**src/rtl/instruction_fetch.sv**
```systemverilog
// Instruction fetch unit: one outstanding memory read at a time, a small prefetch FIFO
// toward decode, and redirect handling that flushes the FIFO and discards in-flight data.
module instruction_fetch #(
    parameter int                ADDR_W   = 16,
    parameter int                DATA_W   = 16,
    parameter int                DEPTH    = 2,
    parameter logic [ADDR_W-1:0] RESET_PC = 16'h0000
) (
    input  logic              Clock,
    input  logic              Reset,
    output logic              mem_req,
    output logic [ADDR_W-1:0] mem_addr,
    input  logic              mem_ack,
    input  logic [DATA_W-1:0] mem_rdata,
    output logic              dec_valid,
    output logic [DATA_W-1:0] dec_instr,
    output logic [ADDR_W-1:0] dec_pc,
    input  logic              dec_ready,
    input  logic              redirect,
    input  logic [ADDR_W-1:0] redirect_pc
);

    localparam int PTR_W = (DEPTH > 1) ? $clog2(DEPTH) : 1;
    localparam int CNT_W = $clog2(DEPTH + 1);
    localparam logic [PTR_W-1:0] LAST_IDX = PTR_W'(DEPTH - 1);
    localparam logic [CNT_W-1:0] FULL_CNT = CNT_W'(DEPTH);

    typedef enum logic [1:0] {
        S_IDLE,
        S_WAIT,
        S_DISCARD
    } state_t;

    state_t            r_state;
    logic              r_mem_req;
    logic [ADDR_W-1:0] r_mem_addr;
    logic [ADDR_W-1:0] r_fetch_pc;
    logic [PTR_W-1:0]  r_rd_ptr;
    logic [PTR_W-1:0]  r_wr_ptr;
    logic [CNT_W-1:0]  r_count;
    logic [DATA_W-1:0] r_instr_mem [DEPTH];
    logic [ADDR_W-1:0] r_pc_mem    [DEPTH];

    logic              w_valid;
    logic              w_pop;
    logic              w_push;
    logic              w_issue;
    logic [CNT_W-1:0]  w_count_after_pop;

    function automatic logic [PTR_W-1:0] next_ptr(input logic [PTR_W-1:0] ptr);
        return (ptr == LAST_IDX) ? '0 : ptr + 1'b1;
    endfunction

    assign w_valid           = (r_count != '0);
    assign w_pop             = w_valid && dec_ready && !redirect;
    assign w_push            = (r_state == S_WAIT) && mem_ack && !redirect;
    assign w_count_after_pop = r_count - CNT_W'(w_pop);
    // Issue only if the word can land even when no pop happens before its ack.
    assign w_issue           = (r_state == S_IDLE) && !redirect && (w_count_after_pop < FULL_CNT);

    assign mem_req   = r_mem_req;
    assign mem_addr  = r_mem_addr;
    assign dec_valid = w_valid;
    assign dec_instr = w_valid ? r_instr_mem[r_rd_ptr] : '0;
    assign dec_pc    = w_valid ? r_pc_mem[r_rd_ptr]    : '0;

    // NOTE: the FIFO storage has no reset; its contents are never observed while count is 0.
    always_ff @(posedge Clock) begin
        if (w_push) begin
            r_instr_mem[r_wr_ptr] <= mem_rdata;
            r_pc_mem[r_wr_ptr]    <= r_fetch_pc;
        end
    end

    always_ff @(posedge Clock or posedge Reset) begin
        if (Reset) begin
            r_rd_ptr <= '0;
            r_wr_ptr <= '0;
            r_count  <= '0;
        end else if (redirect) begin
            r_rd_ptr <= '0;
            r_wr_ptr <= '0;
            r_count  <= '0;
        end else begin
            if (w_push) r_wr_ptr <= next_ptr(r_wr_ptr);
            if (w_pop)  r_rd_ptr <= next_ptr(r_rd_ptr);
            case ({w_push, w_pop})
                2'b10:   r_count <= r_count + 1'b1;
                2'b01:   r_count <= r_count - 1'b1;
                default: r_count <= r_count;
            endcase
        end
    end

    always_ff @(posedge Clock or posedge Reset) begin
        if (Reset) begin
            r_state    <= S_IDLE;
            r_mem_req  <= 1'b0;
            r_mem_addr <= '0;
            r_fetch_pc <= RESET_PC;
        end else begin
            case (r_state)
                S_IDLE: begin
                    if (w_issue) begin
                        r_state    <= S_WAIT;
                        r_mem_req  <= 1'b1;
                        r_mem_addr <= r_fetch_pc;
                    end
                end
                S_WAIT: begin
                    if (mem_ack) begin
                        r_state   <= S_IDLE;
                        r_mem_req <= 1'b0;
                        if (!redirect) r_fetch_pc <= r_fetch_pc + 1'b1;
                    end else if (redirect) begin
                        r_state <= S_DISCARD;
                    end
                end
                S_DISCARD: begin
                    if (mem_ack) begin
                        r_state   <= S_IDLE;
                        r_mem_req <= 1'b0;
                    end
                end
                default: begin
                    r_state   <= S_IDLE;
                    r_mem_req <= 1'b0;
                end
            endcase
            if (redirect) r_fetch_pc <= redirect_pc;
        end
    end

endmodule

```
**config.mk**
```make
export PLATFORM = sky130hd
export DESIGN_NAME = instruction_fetch
export DESIGN_NICKNAME = d
export VERILOG_FILES = /design/src/rtl/instruction_fetch.sv
export SDC_FILE = /design/constraint.sdc
export NUM_CORES = 1
export LEC_CHECK = 0
export ABC_AREA = 1
export CORE_ASPECT_RATIO = 0.5
export CORE_MARGIN = 5
export CORE_UTILIZATION = 55
export CTS_CLUSTER_DIAMETER = 150
export CTS_CLUSTER_SIZE = 40
export DETAILED_ROUTE_END_ITERATION = 10
export DONT_BUFFER_PORTS = 1
export PLACE_DENSITY = 0.7
export SLEW_MARGIN = 30
export SYNTH_ARGS = -nofsm -noshare
export SYNTH_HDL_FRONTEND = slang
export SYNTH_SLANG_ARGS = --single-unit
```
**constraint.sdc**
```tcl
create_clock -name Clock -period 6.4 [get_ports Clock]
set_input_delay 0.64 -clock Clock [delete_from_list [all_inputs] [get_ports Clock]]
set_output_delay 0.64 -clock Clock [all_outputs]
set_load 0.05 [all_outputs]
```
---- After elaboration in Yosys (flattened, before gate mapping) ----
Memory sizes are Yosys's and may differ from the RTL's.
Index checks and enable logic that the tools add are counted.
storage, ports and cells
  bits in registers ....................... 39
  RAM bits ................................ 64
  input bits .............................. 37
  output and inout bits ................... 50
  word-level logic and storage cells ...... 66
  memories ................................ 2
operators by class
  $add $sub $neg .......................... 6
  $lt $le $gt $ge ......................... 1
  equal/unequal tests ..................... 8
  muxes and demuxes ....................... 23
  reductions and logical operators ........ 19
memories
  memory       depth  width  rd ports  clocked after memory_dff  write ports  RTL line  source
  r_instr_mem  2      16     1         0                         1            41        logic [DATA_W-1:0] r_instr_mem [DEPTH];
  r_pc_mem     2      16     1         0                         1            42        logic [ADDR_W-1:0] r_pc_mem [DEPTH];
operators by type and width
  operator                                                                  count
  16-bit two-way mux                                                        5
  16-bit by 1-bit adder with 16-bit output (second input constant)          1
  1-bit two-way mux                                                         10
  2-bit two-way mux                                                         5
  2-bit nonzero test                                                        5
  1-bit logical AND                                                         6
  2-bit case mux with 3 select lines                                        1
  2-bit AND reduction                                                       3
  2-bit by 1-bit equality test with 1-bit output (second input constant)    2
  2-bit equality test (second input constant)                               2
  2-bit inequality test (second input constant)                             2
  2-bit case mux with 2 select lines                                        1
  3-bit inequality test (second input constant)                             1
  3-bit AND reduction                                                       1
  3-bit nonzero test                                                        1
  1-bit adder (second input constant)                                       2
  2-bit by 1-bit adder with 2-bit output (second input constant)            1
  2-bit zero test                                                           1
  2-bit < comparator (second input constant)                                1
  2-bit by 1-bit inequality test with 1-bit output (second input constant)  1
  1-bit case mux with 2 select lines                                        1
  2-bit OR reduction                                                        1
  2-bit by 1-bit subtractor with 2-bit output                               1
  2-bit by 1-bit subtractor with 2-bit output (second input constant)       1
  1-bit zero test                                                           1

---- Logic depth before layout (Yosys ltp) ----
  depth after elaboration ................. 8
  gate-level depth with buffers ........... 10
  depth with buffers taken out ............ 10

---- Worst setup path before layout ----
Ideal clock, no wire load.
  path kind ............................... input to register
  from .................................... in redirect
  to ...................................... mem r_instr_mem[1][0], enable pin
  setup time .............................. 0.421 ns
  arrival ................................. 2.403 ns
  required time ........................... 5.979 ns
  slack ................................... 3.576 ns
  stages on the path ...................... 4
  buffers on the path ..................... 1
  cells stage by stage .................... buf_6 > nor2_4 > inv_2 > nor2_1
between the ends
  longest elaborated chain between the ends .. 4
ends and longest elaborated chain
  what                                     RTL line  source
  start, declared                          19        input logic redirect,
  1-bit zero test                          n/a
  1-bit logical AND                        56        assign w_push = (r_state == S_WAIT) && mem_ack && !redirect;
  1-bit two-way mux                        69        if (w_push) begin
  1-bit two-way mux (implied by the code)  70        r_instr_mem[r_wr_ptr] <= mem_rdata;
  end, declared                            41
No other way between the ends.

---- Worst setup path after layout ----
  from .................................... reg r_rd_ptr
  to ...................................... out dec_pc[0]
between the ends
  longest elaborated chain between the ends .. 2
ends and longest elaborated chain
  what                    RTL line  source
  start, declared         38        logic [PTR_W-1:0] r_rd_ptr;
  start signal, assigned  86        if (w_pop) r_rd_ptr <= next_ptr(r_rd_ptr);
  memory 2 x 16 bit       n/a
  16-bit two-way mux      65        assign dec_pc = w_valid ? r_pc_mem[r_rd_ptr] : '0;
  end, declared           17        output logic [ADDR_W-1:0] dec_pc,
No other way between the ends.

==> impl_results.md <==
- PD cells: 507 nW/µm²
- Residual DRC: 0
- Mapped Area: 4500 µm²
- CP peak stage delay: 0.82 ns
- CTS Buf Count: 9
- DIE WIDTH: 138 µm
- Post-synthesis xor/xnor area fraction: 0.0117
- CTS max path bufs: 2
- Max Cap Viol: 0
- Die area: approximately 10000 µm²
- H-tree levels: 3
- CTS Hold Buffers Added: 0
- Crit end category: primary output
- Vias: just under 3000
- Final antenna-violating net count: 0
- Setup slack, reg-to-reg: 4.23 ns
- Port buffer count: 0
- Slowest CP cell: a21oi_1
- Post-DP HPWL: 6310 µm
- CP Cell Sequence: inv_2, nand2_1, a21oi_1
- Gpl congestion: 0.825
- Adder-Cell Fraction of Synth Area: 0.0139
- Setup bufs post-CTS: 0
- Critical R2R Launch: r_state[1]
- Status: finished clean
- Final hold vios: 0
- Actual slew at the worst max-slew pin: 1.04 ns
- Startpoint types: flop
- Area grow syn2layout: 11.6%
- Total GRT Usage: 0.191
- Share of cells above drive strength 1: 0.154
- Crit path time final: 3.08 ns
- Flops & latches, synth: 103
- Largest family of logic cells by synthesized area: simple AND/OR/NAND/NOR gates
- Root Driver: clkbuf_16
- Synth Warn #: 0
- P_sw: 1.22 mW
- F_max: roughly 0.32 GHz
- Clock Pin Slew Worst Setup and Hold Paths: 0.07 ns
- Vias in the first global route: 2786
- Core area: 8000 µm²
- Unrepaired setup endpoints after global routing: no
- Die height: 74.0 µm
- Final core occ: 0.628
- Setup TNS Final: 0 ns
- CP max FO: 34
- Row count: 23
- CTS sink count: 103
- Setup CP Type: reg -> out
- Initial antenna violation count: 0
- Synthesized area per cell: 10.4 µm²
- Clock Latency Late Sink: about 0.34 ns
- Fin. max-slew vios: 0
- WP data required: 5.76 ns
- Logic pwr share: 0.346
- Hold crit path type: in -> async
- Fin crit share: 0.481
- DRT Pass-1 Iters: 4
- First-pass GRT wire length: 14500 µm
- Part of the Yosys area used for sequential elements: 0.643
- Via/cell ratio: 5.38
- Post-DR wirelength/cell: 17.0 µm
- Syn Inst Count: ~430
- Worst path bufs/invs: 1
- Max VDD drop: 0.324 mV
- Clk network pwr share: 0.211
- Sw Share: 0.479
- Io pins: 87
- Simple-Gate Fraction of Synth Area: 0.184
- Critical Path AT: roughly 2.4 ns
- Max-slew headroom: 0.307
- Total leakage power: around 2 nW
- Compound-Gate Fraction of Synth Area: 0.0978
- Setup violations, final: 0
- CP top delay family: compound AO/OA/AOI/OAI gates
- DR iter-0 viols: around 180
- Cell Int Power: about 1.3 mW
- Ant. Diodes: 0
- Nets: 473
- RR Endpoint: r_instr_mem[0][12]
- Post-synthesis mux area share: 0
- Grt total ovfl: 0
- Reg2Reg Depth: 7
- CTS tree: yes
- Total wire length: 9310 µm
- Syn_nets: ~470
- Distinct cells, synth: 32
- Post_cts resized: 0
- Pin count of the biggest net entering global routing: 40
- Initial core utilization: 0.563
- Seq pwr share: 0.442
- Clock skew: 0.00710 ns
[cells in the mapped netlist]
cell / count / share of area
a21oi_1: 36 / 0.040
a31oi_1: 1 / 0.0014
buf_2: 7 / 0.0078
buf_6: 2 / 0.0050
clkbuf_1: 7 / 0.0058
dfrtp_1: 39 / 0.22
edfxtp_1: 64 / 0.43
ha_1: 5 / 0.014
inv_1: 31 / 0.026
inv_2: 2 / 0.0017
inv_4: 2 / 0.0028
nand2_1: 132 / 0.11
nand2_2: 5 / 0.0069
nand2_4: 1 / 0.0025
nand3_1: 16 / 0.018
nand3_4: 1 / 0.0039
nand4_1: 3 / 0.0042
nor2_1: 17 / 0.014
nor2_2: 2 / 0.0028
nor2_4: 3 / 0.0075
nor2_8: 1 / 0.0044
nor3_1: 4 / 0.0044
nor3_2: 1 / 0.0022
nor3_4: 1 / 0.0036
o211ai_1: 2 / 0.0033
o21a_1: 1 / 0.0017
o21ai_0: 10 / 0.011
o21ai_1: 22 / 0.024
o21ai_2: 2 / 0.0039
o21bai_1: 5 / 0.0083
o311ai_2: 1 / 0.0036
xor2_1: 6 / 0.012
[worst max-delay path by stage]
stage / slack, ns / startpoint / cells past startpoint / end
final: 3.32 / r_rd_ptr / 3 / dec_pc[0]
after CTS: 2.63 / r_rd_ptr / 3 / dec_instr[7]
after global routing: 3.18 / r_rd_ptr / 3 / dec_pc[0]
after detailed placement: 3.00 / r_rd_ptr / 3 / dec_instr[7]
after global placement: 3.08 / r_rd_ptr / 3 / dec_pc[7]
after floorplan: 3.58 / redirect / 4 / r_instr_mem[1][0]
[cell families (layout without fill, tap and decap cells)]
family | Yosys count | in the layout
simple gates | 187 | 187
compound gates | 80 | 80
xor+xnor | 6 | 6
flops | 103 | 103
fa+ha+maj | 5 | 5
buf+inv | 51 | 55
[registers in the layout (all words and copies together) (netlist names)]
signal       cells
r_instr_mem     32
r_pc_mem        32
mem_addr        16
r_fetch_pc      16
r_count          2
r_state          2
mem_req          1
r_rd_ptr         1
r_wr_ptr         1
[layout by cell type (no fill, tap or decap), types with 2 or more instances in the layout]
master / instances
nand2_1: 132
edfxtp_1: 64
dfrtp_1: 38
inv_1: 30
a21oi_2: 23
o21ai_1: 22
nor2_1: 16
nand3_1: 16
a21oi_1: 13
o21ai_0: 10
clkbuf_16: 9
xor2_1: 6
nand2_2: 5
o21bai_1: 5
ha_1: 5
nor2_4: 4
nor3_1: 4
inv_2: 3
nand4_1: 3
clkinvlp_4: 3
inv_4: 2
o21ai_2: 2
nor2_2: 2
o211ai_1: 2
buf_16: 2
buf_4: 2
[power by group through the flow]
stage / registers, mW / logic, mW / clock network [mW]
5_1_grt: 1.15 / 0.959 / 0.573
6_report: 1.13 / 0.882 / 0.539
3_3_place_gp: 1.13 / 0.792 / 0
4_1_cts: 1.13 / 0.827 / 0.550
3_5_place_dp: 1.14 / 0.822 / 0
2_1_floorplan: 1.09 / 0.747 / 0
[routing by layer]
layer | GRT usage | share of wire
met5 | 0 | 0
met4 | 0.0646 | 0.012
met3 | 0.0973 | 0.12
met2 | 0.285 | 0.44
met1 | 0.247 | 0.43
[final cells by class]
class	count	area, µm²
repair buffers	4	70.1
flip-flops and latches	103	2900
fillers	612	2980
multi-input cells	278	1480
clock buffers	10	229
clock inverters	6	70.1
well taps	112	140
inverters	35	136
[through the flow]
step           total power, mW  instance area [µm²]  hold slack [ns]  setup slack [ns]  std cells
2_1_floorplan             1.83                 4500            0.464              3.58        432
3_3_place_gp              1.93                 4580            0.499              3.08        530
3_5_place_dp              1.96                 4600            0.541              3.00        530
4_1_cts                   2.51                 4900            0.315              2.63        546
5_1_grt                   2.68                 5020            0.354              3.18        548
6_report                  2.55                 5020            0.301              3.32        548
Note: power is estimated with default switching activity, not from simulation.
